## src/rtl/urisc_pkg.sv

```systemverilog
//------------------------------------------------------------------------------
// Module   : urisc_pkg
// Purpose  : Shared types and helpers for the parametrised SUBLEQ core:
//            FSM state encoding, halt-address computation and the fixed
//            instruction length (three address words per instruction).
// Revision : 1.0  initial release
//------------------------------------------------------------------------------
`default_nettype none

package urisc_pkg;

  // Core sequencer states. The encoding is fixed so that state values seen
  // on a debug probe stay stable across revisions.
  typedef enum logic [2:0] {
    S_IDLE    = 3'd0,
    S_FETCH_A = 3'd1,
    S_FETCH_B = 3'd2,
    S_FETCH_C = 3'd3,
    S_READ_A  = 3'd4,
    S_READ_B  = 3'd5,
    S_WRITE   = 3'd6,
    S_HALT    = 3'd7
  } state_t;

  // Branching or falling through to the all-ones address stops the core.
  function automatic logic [63:0] halt_addr(input int unsigned aw);
    return (64'd1 << aw) - 64'd1;
  endfunction

  // Words per instruction: A, B, C.
  function automatic int unsigned instr_len();
    return 3;
  endfunction

endpackage

`default_nettype wire

```

## src/rtl/urisc_sub_branch.sv

```systemverilog
//------------------------------------------------------------------------------
// Module   : urisc_sub_branch
// Purpose  : Combinational SUBLEQ datapath: res = opB - opA (wrapping) and the
//            branch decision take = (res <= 0) in two's complement.
// Ports    : i_op_a  operand M[A]
//            i_op_b  operand M[B]
//            o_res   opB - opA mod 2^DATA_W
//            o_take  1 when res is negative or zero
// Revision : 1.0  initial release
//------------------------------------------------------------------------------
`default_nettype none

module urisc_sub_branch #(
  parameter int DATA_W = 8
) (
  input  logic [DATA_W-1:0] i_op_a,
  input  logic [DATA_W-1:0] i_op_b,
  output logic [DATA_W-1:0] o_res,
  output logic              o_take
);

  logic [DATA_W-1:0] w_res;

  assign w_res  = i_op_b - i_op_a;
  assign o_res  = w_res;
  assign o_take = w_res[DATA_W-1] | (w_res == '0);

endmodule

`default_nettype wire

```

## src/rtl/urisc_core_p.sv

```systemverilog
//------------------------------------------------------------------------------
// Module   : urisc_core_p
// Purpose  : Parametrised single-instruction (SUBLEQ) processor core with a
//            single-outstanding req/ack memory port, run/stop at instruction
//            boundaries, halt detection and a saturating retired counter.
// Ports    : clk_PH1            clock, all state on rising edge
//            rst                synchronous active-high reset
//            run                1 = execute, 0 = stop at next boundary
//            mem_req/we/addr/wdata  registered memory request
//            mem_rdata/mem_ack  memory response (ack may be same cycle)
//            busy               not IDLE and not HALT
//            halted             in HALT
//            pc                 current instruction address
//            instr_cnt          retired instructions, saturating
// Revision : 1.0  initial release
//------------------------------------------------------------------------------
`default_nettype none

module urisc_core_p
  import urisc_pkg::*;
#(
  parameter int DATA_W     = 8,
  parameter int ADDR_W     = 8,
  parameter int START_ADDR = 0,
  parameter int CNT_W      = 16
) (
  input  logic              clk_PH1,
  input  logic              rst,
  input  logic              run,
  output logic              mem_req,
  output logic              mem_we,
  output logic [ADDR_W-1:0] mem_addr,
  output logic [DATA_W-1:0] mem_wdata,
  input  logic [DATA_W-1:0] mem_rdata,
  input  logic              mem_ack,
  output logic              busy,
  output logic              halted,
  output logic [ADDR_W-1:0] pc,
  output logic [CNT_W-1:0]  instr_cnt
);

  localparam logic [ADDR_W-1:0] C_HALT_ADDR = ADDR_W'(halt_addr(ADDR_W));
  localparam logic [ADDR_W-1:0] C_LEN       = ADDR_W'(instr_len());
  localparam logic [ADDR_W-1:0] C_ONE       = ADDR_W'(1);
  localparam logic [ADDR_W-1:0] C_TWO       = ADDR_W'(2);
  localparam logic [ADDR_W-1:0] C_START     = ADDR_W'(START_ADDR);

  state_t            r_state;
  logic [ADDR_W-1:0] r_pc;
  logic [ADDR_W-1:0] r_a;
  logic [ADDR_W-1:0] r_b;
  logic [ADDR_W-1:0] r_c;
  logic [DATA_W-1:0] r_op_a;
  logic [DATA_W-1:0] r_op_b;
  logic [CNT_W-1:0]  r_cnt;
  logic              r_mem_req;
  logic              r_mem_we;
  logic [ADDR_W-1:0] r_mem_addr;
  logic [DATA_W-1:0] r_mem_wdata;

  logic              w_ack;
  logic [ADDR_W-1:0] w_rdata_addr;
  logic [DATA_W-1:0] w_op_b;
  logic [DATA_W-1:0] w_res;
  logic              w_take;
  logic [ADDR_W-1:0] w_next;

  // An ack only counts against an outstanding request; stray acks (e.g. a
  // late response to an access abandoned by reset) are dropped here.
  assign w_ack = r_mem_req & mem_ack;

  // Addresses come from the low ADDR_W bits of the fetched word; a word
  // narrower than the address space is zero-extended.
  generate
    if (DATA_W >= ADDR_W) begin : g_addr_slice
      assign w_rdata_addr = mem_rdata[ADDR_W-1:0];
    end else begin : g_addr_zext
      assign w_rdata_addr = {{(ADDR_W-DATA_W){1'b0}}, mem_rdata};
    end
  endgenerate

  // In READ_B the subtractor sees the incoming word so the result can be
  // registered straight into mem_wdata; in WRITE it sees the latched opB,
  // which reproduces the same result for the branch decision.
  assign w_op_b = (r_state == S_READ_B) ? mem_rdata : r_op_b;

  urisc_sub_branch #(
    .DATA_W (DATA_W)
  ) u_branch (
    .i_op_a (r_op_a),
    .i_op_b (w_op_b),
    .o_res  (w_res),
    .o_take (w_take)
  );

  assign w_next = w_take ? r_c : (r_pc + C_LEN);

  always_ff @(posedge clk_PH1) begin
    if (rst) begin
      r_state     <= S_IDLE;
      r_pc        <= C_START;
      r_a         <= '0;
      r_b         <= '0;
      r_c         <= '0;
      r_op_a      <= '0;
      r_op_b      <= '0;
      r_cnt       <= '0;
      r_mem_req   <= 1'b0;
      r_mem_we    <= 1'b0;
      r_mem_addr  <= '0;
      r_mem_wdata <= '0;
    end else begin
      case (r_state)
        S_IDLE: begin
          if (run) begin
            r_state    <= S_FETCH_A;
            r_mem_req  <= 1'b1;
            r_mem_we   <= 1'b0;
            r_mem_addr <= r_pc;
          end
        end
        S_FETCH_A: begin
          if (w_ack) begin
            r_a        <= w_rdata_addr;
            r_state    <= S_FETCH_B;
            r_mem_addr <= r_pc + C_ONE;
          end
        end
        S_FETCH_B: begin
          if (w_ack) begin
            r_b        <= w_rdata_addr;
            r_state    <= S_FETCH_C;
            r_mem_addr <= r_pc + C_TWO;
          end
        end
        S_FETCH_C: begin
          if (w_ack) begin
            r_c        <= w_rdata_addr;
            r_state    <= S_READ_A;
            r_mem_addr <= r_a;
          end
        end
        S_READ_A: begin
          if (w_ack) begin
            r_op_a     <= mem_rdata;
            r_state    <= S_READ_B;
            r_mem_addr <= r_b;
          end
        end
        S_READ_B: begin
          if (w_ack) begin
            // mem_wdata doubles as the registered result.
            r_op_b      <= mem_rdata;
            r_mem_wdata <= w_res;
            r_mem_we    <= 1'b1;
            r_state     <= S_WRITE;
          end
        end
        S_WRITE: begin
          if (w_ack) begin
            r_pc     <= w_next;
            r_mem_we <= 1'b0;
            if (r_cnt != '1) begin
              r_cnt <= r_cnt + CNT_W'(1);
            end
            // Halt takes priority over run; run is only looked at here.
            if (w_next == C_HALT_ADDR) begin
              r_state   <= S_HALT;
              r_mem_req <= 1'b0;
            end else if (run) begin
              r_state    <= S_FETCH_A;
              r_mem_addr <= w_next;
            end else begin
              r_state   <= S_IDLE;
              r_mem_req <= 1'b0;
            end
          end
        end
        S_HALT: begin
          r_mem_req <= 1'b0;
        end
        default: begin
          r_state   <= S_IDLE;
          r_mem_req <= 1'b0;
          r_mem_we  <= 1'b0;
        end
      endcase
    end
  end

  assign mem_req   = r_mem_req;
  assign mem_we    = r_mem_we;
  assign mem_addr  = r_mem_addr;
  assign mem_wdata = r_mem_wdata;
  assign busy      = (r_state != S_IDLE) && (r_state != S_HALT);
  assign halted    = (r_state == S_HALT);
  assign pc        = r_pc;
  assign instr_cnt = r_cnt;

endmodule

`default_nettype wire

```

## config.mk

```make
export PLATFORM = sky130hd
export DESIGN_NAME = urisc_core_p
export DESIGN_NICKNAME = d
export VERILOG_FILES = /design/src/rtl/urisc_pkg.sv /design/src/rtl/urisc_sub_branch.sv /design/src/rtl/urisc_core_p.sv
export SDC_FILE = /design/constraint.sdc
export NUM_CORES = 1
export LEC_CHECK = 0
export CAP_MARGIN = 15
export CORE_ASPECT_RATIO = 1.75
export CORE_UTILIZATION = 61
export CTS_CLUSTER_SIZE = 12
export DETAILED_ROUTE_END_ITERATION = 6
export PLACE_DENSITY = 0.94
export SLEW_MARGIN = 20
export SYNTH_ARGS = -nofsm -noshare
export SYNTH_HDL_FRONTEND = slang
export SYNTH_SLANG_ARGS = --single-unit
```

## constraint.sdc

```tcl
create_clock -name clk_PH1 -period 5.77 [get_ports clk_PH1]
set_input_delay 1.154 -clock clk_PH1 [delete_from_list [all_inputs] [get_ports clk_PH1]]
set_output_delay 1.154 -clock clk_PH1 [all_outputs]
set_load 0.01 [all_outputs]
```

After elaboration in Yosys (flattened, before gate mapping)
Index checks and enable logic that the tools add are counted.
{ "totals": {"ff_bits": 85, "wordCells": 88} }
{ "op_classes": {"n_addsub": 5, "eq_ne": 20, "n_mux": 30, "n_bitwise": 2, "reduce_logical": 19} }
{ "op_table": {"columns": ["operator", "n"], "rows": [
  ["$mux W8", 10],
  ["$pmux W8 S6", 1],
  ["$mux W3", 8],
  ["$pmux W3 S7", 1],
  ["$ne A2 B2 Y1 const B", 9],
  ["$add A16 B1 Y16 const B", 1],
  ["$add A8 B2 Y8 const B", 2],
  ["$ne A16 B16 Y1 const B", 1],
  ["$eq A3 B3 Y1 const B", 4],
  ["$reduce_and A2 Y1", 6],
  ["$reduce_and A9 Y1", 1],
  ["$reduce_bool A3 Y1", 3],
  ["$add A8 B1 Y8 const B", 1],
  ["$eq A8 B8 Y1 const B", 1],
  ["$logic_not A8 Y1", 1],
  ["$mux W1", 8],
  ["$reduce_and A4 Y1", 2],
  ["$reduce_and A8 Y1", 1],
  ["$sub A8 B8 Y8", 1],
  ["$reduce_bool A7 Y1", 1],
  ["$eq A3 B2 Y1 const B", 2],
  ["$ne A3 B3 Y1 const B", 2],
  ["$pmux W1 S3", 2],
  ["$reduce_bool A6 Y1", 1],
  ["other kinds (6)", 6]
]} }

Depth between registers and ports, before layout
Gate-level depths: netlist (run 1).
{ "logic_depth": {"ltp_word": 10, "mapped_depth": 17, "depth_no_buf": 13} }

By module
A second synthesis (run 1) with hierarchy kept.
{ "unflattened": {"cells_unflattened": 580, "hier_area_um2": 4770.8} }
{ "modules_own_cells": {"columns": ["module", "instances", "cells_each", "area_each_um2", "seq_area_each_um2"], "rows": [
  ["urisc_core_p", 1, 533, 4408.0, 1701.6],
  ["urisc_sub_branch", 1, 47, 362.8, 0.0]
]} }

Worst setup path before layout (run 1)
Ideal clock, no wire load.
{ "synth_path": {"path_kind": "input to register", "startpoint": "in mem_rdata[0]", "endpoint": "reg r_mem_addr[4] (netlist: mem_addr[4])", "setup_time_ns": 0.127, "t_arrival_ns": 3.782, "t_required_ns": 5.643, "slack_ns": 1.861, "cell_stages": 13, "path_cell_list": "mux2i_1 -> ha_1 -> inv_1 -> fa_1 -> a211oi_2 -> o21ba_2 -> o2111ai_1 -> a2111o_1 -> and3_4 -> buf_6 -> o2111a_2 -> o31ai_2 -> a31oi_1"} }
{ "synth_between": {"elab_chain_len": 9, "word_cells_on_any_way": 12, "classes_between": "add/sub: 1; eq/ne: 2; mux: 6; bitwise: 1; reduce/logical: 2"} }
{ "synth_lines": {"columns": ["item", "line_no", "text"], "rows": [
  ["start, declared", "urisc_core_p.sv:34", "input logic [DATA_W-1:0] mem_rdata,"],
  ["$mux W8 *", "urisc_core_p.sv:85", "assign w_op_b = (r_state == S_READ_B) ? mem_rdata : r_op_b;"],
  ["$sub A8 B8 Y8 *", "urisc_sub_branch.sv:24", "assign w_res = i_op_b - i_op_a;"],
  ["$logic_not A8 Y1", "urisc_sub_branch.sv:26", "assign o_take = w_res[DATA_W-1] | (w_res == '0);"],
  ["$or A1 B1 Y1 *", "urisc_sub_branch.sv:26", null],
  ["$mux W8 *", "urisc_core_p.sv:96", "assign w_next = w_take ? r_c : (r_pc + C_LEN);"],
  ["branches (longest 4 deep; another with $reduce_and A9 Y1)", null, null],
  ["end signal, assigned", "urisc_core_p.sv:119", "r_mem_addr <= r_pc;"],
  ["end signal, assigned", "urisc_core_p.sv:126", "r_mem_addr <= r_pc + C_ONE;"],
  ["end signal, assigned", "urisc_core_p.sv:172", "r_mem_addr <= w_next;"],
  ["end, declared", "urisc_core_p.sv:58", "logic [ADDR_W-1:0] r_mem_addr;"]
]} }
Mark *: on every way between the ends. The select of a mux whose other input is x is not followed.
A chain may end at the register's enable or synchronous reset.

Worst setup path after layout (run 1)
Same ends and word-level chain as after synthesis.

==> results of run 1 <==
==> cell usage in the layout, fill, tap and decap left out, types with 2 or more instances in the layout <==
master,synthesis,routed
a2111oi_0,2,2
a211oi_1,6,6
a211oi_2,2,2
a21o_1,8,8
a21oi_1,68,68
a22oi_1,7,7
a311oi_1,3,3
a31oi_1,7,7
and2_1,3,3
and3_1,4,4
and3b_1,2,2
and4_1,3,3
buf_4,1,6
clkbuf_16,0,9
clkbuf_8,0,4
clkdlybuf4s50_1,0,54
clkinv_2,0,2
dfxtp_1,85,85
ha_1,12,12
inv_1,21,21
mux2_2,10,10
mux2i_1,23,23
nand2_1,76,76
nand2b_1,7,7
nand3_1,29,29
nand3b_1,2,2
nand4_1,12,12
nor2_1,64,63
nor3_1,7,7
nor4_1,2,2
o2111ai_1,2,2
o211ai_1,2,2
o21ai_0,32,32
o21ai_1,3,3
o22ai_1,9,9
o31ai_1,5,5
or3_1,9,9
xnor2_1,12,12
xor2_1,8,8
==> area by class of cell <==
class                      instances  area [um2]  area share
multi-input combinational        469        2880       0.509
sequential                        85        1700       0.300
inverter                          22        82.6      0.0146
clock inverter                     3        17.5     0.00309
tap                               88         110      0.0194
timing repair buffer              61         591       0.104
clock buffer                      13         280      0.0495
==> through the flow <==
stage	util	power (mW)	hold slack [ns]	instances	setup WS, ns
floorplan	-	0.692	0.433	615	1.86
global placement	0.704	0.734	0.439	725	1.20
detailed placement	0.704	0.737	0.447	725	1.06
CTS	0.744	1.29	0.456	741	1.36
global route	0.744	1.33	0.485	741	1.13
finish	0.744	1.30	0.458	741	1.31
==> tightest hold or removal path: cells and delay by family (launching register included) <==
family | cells | cell delay [ns]
AOI/OAI and AO/OA | 1 | 0.05
and+or+nand+nor | 1 | 0.05
DFF | 1 | 0.31
==> cells by family (layout without fill, tap and decap cells) <==
kind of cell,Yosys count,count (layout),synth area share
adder cells (fa/ha/maj),13,13,0.0352
buffers and inverters,61,99,0.0530
multiplexers,33,33,0.0709
AND/OR/NAND/NOR,230,230,0.226
flip-flops,85,85,0.352
AO/OA/AOI/OAI,173,173,0.227
XOR/XNOR,20,20,0.0362
==> registers in the layout (all words and copies together), names as in the netlist <==
signal and count:
r_op_b 8, pc 8, r_state 3, r_c 8
mem_we 1, mem_addr 8, r_op_a 8, r_a 8
r_b 8, mem_wdata 8, mem_req 1, instr_cnt 16
==> per-layer routing <==
layer  part of all wire  vias to the layer above  GRT usage
met5                  0                        -          0
met4              0.066                        0      0.242
met3              0.064                       82     0.0521
met2               0.51                      285      0.603
met1               0.36                     2312      0.383
li1                   -                     2265          -
==> path summary, 6_finish.rpt <==
path                            slack, ns  cells after the start           to         start
worst max register to register       1.72                     14  mem_addr[4]    r_state[0]
worst min-delay path                 0.46                      2    r_op_b[1]     r_op_b[1]
worst max-delay path                 1.31                     13  mem_addr[4]  mem_rdata[0]
worst min register to register       0.46                      2    r_op_b[1]     r_op_b[1]
==> where the power goes <==
group	switching (mW)	internal (mW)	leakage, nW	total [mW]
clock	0.231	0.337	0.148	0.568
combinational	0.0802	0.0468	1.18	0.127
sequential	0.00499	0.596	0.686	0.601
==> results.sh, run 1 <==
export IMPL_status="finished, violations left"
export IMPL_failed_checks="DRC"
export IMPL_antenna_found_initial=0
export IMPL_die_area_um2=8310
export IMPL_finalSetupViolCount=0
export IMPL_cts_buffer_depth=2
export IMPL_drtIter0Drc=703
export IMPL_synth_top_area_frac=0.352
export IMPL_cts_sinks=85
export IMPL_drt_first_pass_iters=7
export IMPL_core_area_um2=7620
export IMPL_core_rowCount=42
export IMPL_h_tree_depth=3
export IMPL_cp_required_ns=5.99
export IMPL_netlist_area_um2=4840
export IMPL_antenna_cells=0
export IMPL_fillers=536
export IMPL_yosysMostFrequentCell="dfxtp_1"
export IMPL_clkTransAtPathRegs_ns=0.06
export IMPL_netlist_instances=615
export IMPL_cts_tree="yes"
export IMPL_period_minus_slack_ns=4.46
export IMPL_vias=4944
export IMPL_drt_wirelength_per_cell_um=19.0
export IMPL_crit_buf_inv=2
export IMPL_grt_ovfl_total=0
export IMPL_critPathTopFamily="compound AO/OA/AOI/OAI gates"
export IMPL_ant_nets=0
export IMPL_synth_distinct_cells=68
export IMPL_grt_max_degree=55
export IMPL_synthTopCellsByArea="dfxtp_1 35%, a21oi_1 7.0%, nand2_1 5.9%"
export IMPL_vias_per_cell=6.67
export IMPL_cellLeakagePower_nw=2.02
export IMPL_power_density_nw_per_um2=229
export IMPL_fin_skew_ns=0.00643
export IMPL_die_h_um=120
export IMPL_yosysSeqAreaShare=0.352
export IMPL_portBuffers=55
export IMPL_peakVddDrop_uv=235
export IMPL_drcViolationCount=1
export IMPL_place_congestion=0.985
export IMPL_ys_warn_count=0
export IMPL_synth_ff_type="dfxtp_1"
export IMPL_avgSynthCellArea_um2=7.87
export IMPL_synthArstFlopShare=0
export IMPL_fmax_mhz=224
export IMPL_drt_total_wl_mm=14.1
export IMPL_synth_largest_area_cell="dfxtp_1"
export IMPL_startpoint_type="input pin"
export IMPL_hold_class="flip-flop to flip-flop"
export IMPL_timing_final_crit_share=0.772
export IMPL_worst_path_max_fanout=19
export IMPL_cp_slowest_cell="clkdlybuf4s50_1"
export IMPL_syn_nets=640
export IMPL_placed_cell_area_um2=5370
export IMPL_hold_viol_final=0
export IMPL_synth_edf_count=0
export IMPL_maxCapViolCount=0
export IMPL_synth_seq_cells=85
export IMPL_fin_nets=673
export IMPL_cp_arrival_ns=4.67
export IMPL_grt_pass1_wl_mm=22.8
export IMPL_dp_hpwl_mm=9.68
export IMPL_slew_limit_headroom=0.438
export IMPL_insertion_delay_ns=0.34
export IMPL_clock_root_buffer="clkbuf_16"
export IMPL_slew_viol_final=0
export IMPL_yosys_top_cells_count="85 x dfxtp_1, 76 x nand2_1, 68 x a21oi_1"
export IMPL_critical_path_class="input pin to flip-flop"
export IMPL_start_util=0.635
export IMPL_io_pins=56
export IMPL_worst_slew_pin_slew_ns=0.838
export IMPL_end_kind="flip-flop"
export IMPL_cts_buffers=9
export IMPL_syn_to_final_growth_pct=17.1
export IMPL_rsz0062_at_grt="no"
export IMPL_cts_resized_gates=0
export IMPL_drive_gt1_frac=0.0735
export IMPL_slowest_delay_ns=0.51
export IMPL_grt_use_total=0.348
export IMPL_crit_chain="clkdlybuf4s50_1, mux2i_1, ha_1, inv_1, fa_1, a211oi_2, o21ba_2, o2111ai_1, a2111o_1, and3_4, o2111a_2, o31ai_2, a31oi_1"
export IMPL_post_cts_buffers=0
export IMPL_cts_hold_buf=0
export IMPL_final_area_um2=5670
export IMPL_setup_tns_ns=0
export IMPL_die_x_um=69.3
export IMPL_grt_pass1_vias=4710
No activity file was read; power rests on OpenSTA's default activity.
==> run 2, diff against run 1 <==
- CORE_UTILIZATION: 61 -> 51
- PLACE_DENSITY: 0.94 -> 0.85
- clock period: 5.77 -> 3.7 ns (I/O delays scaled with it)
==> run 2 against run 1 <==
Compared with the run above: register-to-register slack got worse by 1.7 ns; power rose by 54%; critical endpoint is now mem_addr[6]; core utilization fell by 7.2 points; clock skew rose by 0.00074 ns; critical path depth rose by 1; combinational power rose by 71%; first-iteration DRC count fell by 28%; clock-buffer cell count fell by 2; the run ends with setup timing left; worst setup slack got worse by 1.4 ns; design area rose by 8.5%; die area rose by 19%.
==> results.sh, run 2 (synthesis results as in run 1) <==
export IMPL_grt_pass1_wl_mm=23.1
export IMPL_slew_viol_final=0
export IMPL_final_common_cell="dfxtp_1"
export IMPL_h_tree_depth=3
export IMPL_clkTransAtPathRegs_ns=0.06
export IMPL_drcViolationCount=0
export IMPL_portBuffers=55
export IMPL_grt_ovfl_total=0
export IMPL_drt_total_wl_mm=15.1
export IMPL_grt_pass1_vias=4687
export IMPL_cts_buffer_depth=2
export IMPL_worst_path_max_fanout=5
export IMPL_grt_use_total=0.313
export IMPL_setup_tns_ns=-0.255
export IMPL_vias_per_cell=6.15
export IMPL_cts_hold_buf=0
export IMPL_syn_to_final_growth_pct=27.0
export IMPL_dp_hpwl_mm=10.8
export IMPL_hold_class="flip-flop to flip-flop"
export IMPL_mostFrequentLayoutCells="85 x dfxtp_1, 76 x nand2_1, 68 x a21oi_1"
export IMPL_cellLeakagePower_nw=2.27
export IMPL_final_area_um2=6150
export IMPL_core_rowCount=46
export IMPL_antenna_found_initial=0
export IMPL_slew_limit_headroom=0.484
export IMPL_setup_ws_ns=-0.0583
export IMPL_cp_arrival_ns=4.01
export IMPL_period_minus_slack_ns=3.76
export IMPL_placed_cell_area_um2=5730
export IMPL_core_area_um2=9150
export IMPL_peakVddDrop_uv=290
export IMPL_power_density_nw_per_um2=324
export IMPL_cp_required_ns=3.96
export IMPL_worst_slew_pin_slew_ns=0.771
export IMPL_end_kind="flip-flop"
export IMPL_fin_nets=721
export IMPL_fmax_mhz=266
export IMPL_drive_gt1_frac=0.150
export IMPL_fin_skew_ns=0.00717
export IMPL_drtIter0Drc=508
export IMPL_critical_path_class="input pin to flip-flop"
export IMPL_ant_nets=0
export IMPL_hold_viol_final=0
export IMPL_insertion_delay_ns=0.34
export IMPL_finalSetupViolCount=9
export IMPL_antenna_cells=0
export IMPL_die_area_um2=9900
export IMPL_status="finished, violations left"
export IMPL_cts_tree="yes"
export IMPL_largest_register_ffs=16
export IMPL_vias=5052
export IMPL_io_pins=56
export IMPL_die_x_um=75.6
export IMPL_place_congestion=0.963
export IMPL_timing_final_crit_share=1.02
export IMPL_clock_root_buffer="clkbuf_16"
export IMPL_cts_sinks=85
export IMPL_drt_first_pass_iters=6
export IMPL_grt_max_degree=43
export IMPL_startpoint_type="input pin"
export IMPL_failed_checks="setup timing"
export IMPL_die_h_um=131
export IMPL_drt_wirelength_per_cell_um=18.4
export IMPL_maxCapViolCount=0
export IMPL_start_util=0.529
export IMPL_cts_buffers=9
-- run 2: cell type report --
class / instances / area [um2]
fill: 747 / 3000
multi-input combinational: 469 / 2960
sequential: 85 / 1700
timing repair buffer: 109 / 976
clock buffer: 11 / 243
tap: 120 / 150
inverter: 22 / 82.6
clock inverter: 5 / 36.3
-- run 2: through the flow --
stage | hold WS [ns] | utilization | setup WS [ns] | power (mW) | cells
finish | 0.455 | 0.672 | -0.0583 | 1.99 | 821
detailed placement | 0.449 | 0.626 | -0.415 | 1.16 | 798
CTS | 0.457 | 0.660 | 0.00258 | 1.99 | 814
global route | 0.475 | 0.672 | -0.0977 | 2.06 | 821
global placement | 0.441 | 0.626 | -0.291 | 1.16 | 798
floorplan | 0.433 | - | 0.205 | 1.08 | 615
-- run 2: worst paths after layout --
kind                 end          from  depth (start not counted)  slack (ns)
max          mem_addr[6]  mem_rdata[2]                         14       -0.06
max reg2reg  mem_addr[6]    r_state[1]                         15           0
min reg2reg       r_b[2]        r_b[2]                          2        0.46
min               r_b[2]        r_b[2]                          2        0.46
-- run 2: repair_timing --
item | in CTS | in global routing
resized for setup | 5 | 17
endpoints found under the setup margin | 11 | 18
pin swaps | 1 | 10
buffers inserted | 0 | 7
-- run 2: report_power, final --
part / internal (mW) / switching, mW
sequential: 0.929 / 0.00953
combinational: 0.0851 / 0.132
clock: 0.473 / 0.364
total: 1.49 / 0.505
-- run 2: critical path: stages --
cell and delay [ns]:
clkdlybuf4s50_1 0.46, mux2_2 0.28, ha_1 0.38, a211oi_4 0.11, buf_4 0.15, o211ai_1 0.21
nand4b_1 0.21, a2111o_1 0.48, buf_4 0.18, nand4_1 0.11, buf_6 0.15, o2111a_2 0.28
nor2_4 0.07, o31ai_1 0.22
-- run 2: metal layers --
metal | global-route usage | vias to the layer above | wire, um
met5 | 0 | - | 0
met4 | 0.193 | 0 | 976
met3 | 0.0452 | 68 | 725
met2 | 0.559 | 235 | 8040
met1 | 0.335 | 2397 | 5400
li1 | - | 2352 | -
==> run 3, diff against run 2 <==
==> constraint.sdc (replaced) <==
create_clock -name clk_PH1 -period 3.7 [get_ports clk_PH1]
set_input_delay 0.37 -clock clk_PH1 [delete_from_list [all_inputs] [get_ports clk_PH1]]
set_output_delay 0.37 -clock clk_PH1 [all_outputs]
set_load 0.01 [all_outputs]
==> run 3 against run 2 <==
Compared with the run above: sequential share of layout area rose by 1.2 points; first-iteration DRC count fell by 23%; routed wire length fell by 2.6%; sequential power barely moved; clock skew rose by 0.0034 ns; flip-flop and latch count did not move; largest power group is now the clock network; via count fell by 3.2%; design area fell by 4.0%; clock-buffer cell count did not move; non-clock buffer count fell by 29; worst setup slack improved by 0.079 ns; die area did not move; the flow now finishes without violations; critical endpoint is now mem_addr[7].
==> results.sh, run 3 (synthesis results as in run 1) <==
export IMPL_status="finished clean"
export IMPL_start_util=0.529
export IMPL_maxCapViolCount=0
export IMPL_antenna_cells=0
export IMPL_core_rowCount=46
export IMPL_pre_cts_slack_ns=-0.0806
export IMPL_cts_sinks=85
export IMPL_grt_pass1_vias=4683
export IMPL_finalPower_mw=2.14
export IMPL_finalSetupViolCount=0
export IMPL_portBuffers=55
export IMPL_power_density_nw_per_um2=362
export IMPL_startpoint_type="flip-flop"
export IMPL_grt_use_total=0.312
export IMPL_final_area_um2=5900
export IMPL_final_common_cell="dfxtp_1"
export IMPL_end_kind="flip-flop"
export IMPL_worst_slew_pin_slew_ns=0.788
export IMPL_place_congestion=0.993
export IMPL_final_util=0.645
export IMPL_timing_final_crit_share=0.995
export IMPL_core_area_um2=9150
export IMPL_cellLeakagePower_nw=2.12
export IMPL_syn_to_final_growth_pct=21.9
export IMPL_fmax_mhz=272
export IMPL_largest_register_ffs=16
export IMPL_grt_max_degree=47
export IMPL_insertion_delay_ns=0.35
export IMPL_vias=4892
export IMPL_dp_cells=774
export IMPL_worst_path_max_fanout=8
export IMPL_placed_cell_area_um2=5530
export IMPL_slowest_delay_ns=0.46
export IMPL_cp_slowest_cell="a2111o_1"
export IMPL_die_area_um2=9900
export IMPL_grt_ovfl_total=0
export IMPL_fin_skew_ns=0.0106
export IMPL_slew_limit_headroom=0.472
export IMPL_drcViolationCount=0
export IMPL_setup_ws_ns=0.0202
export IMPL_cts_hold_buf=0
export IMPL_peakVddDrop_uv=303
export IMPL_fin_hold_ws_ns=0.459
export IMPL_crit_chain="nand3b_4, buf_4, mux2_2, ha_1, o21ai_0, nor4b_1, nand4b_1, a2111o_1, and3_4, o2111a_2, o22ai_1, a21oi_1"
export IMPL_period_minus_slack_ns=3.68
export IMPL_cp_required_ns=3.90
export IMPL_drive_gt1_frac=0.0996
export IMPL_dp_hpwl_mm=10.6
export IMPL_ant_nets=0
export IMPL_cp_arrival_ns=3.88
export IMPL_critical_path_class="flip-flop to flip-flop"
export IMPL_drtIter0Drc=390
export IMPL_grt_pass1_wl_mm=23.0
export IMPL_io_pins=56
export IMPL_drt_wirelength_per_cell_um=18.6
export IMPL_h_tree_depth=3
export IMPL_drt_first_pass_iters=6
export IMPL_mostFrequentLayoutCells="85 x dfxtp_1, 76 x nand2_1, 68 x a21oi_1"
export IMPL_fin_nets=693
export IMPL_clock_root_buffer="clkbuf_16"
export IMPL_clkTransAtPathRegs_ns=0.07
export IMPL_hold_viol_final=0
export IMPL_setup_tns_ns=0
export IMPL_cts_buffer_depth=2
export IMPL_die_x_um=75.6
export IMPL_vias_per_cell=6.17
export IMPL_cts_buffers=9
export IMPL_instances_no_fill=793
export IMPL_slew_viol_final=0
export IMPL_hold_class="flip-flop to flip-flop"
export IMPL_antenna_found_initial=0
export IMPL_drt_total_wl_mm=14.7
export IMPL_cts_tree="yes"
export IMPL_die_h_um=131
==> run 3: what timing repair did <==
item / 4_1_cts / 5_1_grt
resized for setup: 0 / 3
buffers inserted: 0 / 2
setup endpoints to repair: 0 / 10
==> run 3: worst paths after layout <==
check / endpoint / startpoint / slack (ns) / depth (start not counted)
worst max-delay path: mem_addr[7] / r_state[1] / 0.02 / 12
worst min-delay path: r_op_b[1] / r_op_b[1] / 0.46 / 2
worst max register to register: mem_addr[7] / r_state[1] / 0.02 / 12
worst min register to register: r_op_b[1] / r_op_b[1] / 0.46 / 2
==> run 3: worst max-delay path, delay by kind of cell, from the launching register on <==
kind,cells,cell delay [ns]
compound gates,5,1.44
fa+ha+maj,1,0.35
buf+inv,1,0.20
flops,1,0.35
mux,1,0.35
simple gates,4,0.84
==> run 3: area by class of cell <==
| type | count | area, um2 |
|---|---|---|
| Multi-Input combinational cell | 470 | 2910 |
| Fill cell | 787 | 3250 |
| Clock buffer | 11 | 243 |
| Inverter | 22 | 82.6 |
| Tap cell | 120 | 150 |
| Timing Repair Buffer | 80 | 733 |
| Sequential cell | 85 | 1700 |
| Clock inverter | 5 | 83.8 |
==> run 3: where the power goes <==
part,leakage [nW],internal [mW],switching [mW]
logic,1.28,0.0784,0.126
clock network,0.152,0.611,0.382
registers,0.686,0.928,0.00971
==> run 3: per-layer routing <==
layer / GRT usage / up-vias / wire, um
met1: 0.332 / 2296 / 5330
met5: 0 / - / 0
li1: - / 2305 / -
met4: 0.211 / 0 / 947
met3: 0.0514 / 72 / 693
met2: 0.548 / 219 / 7760
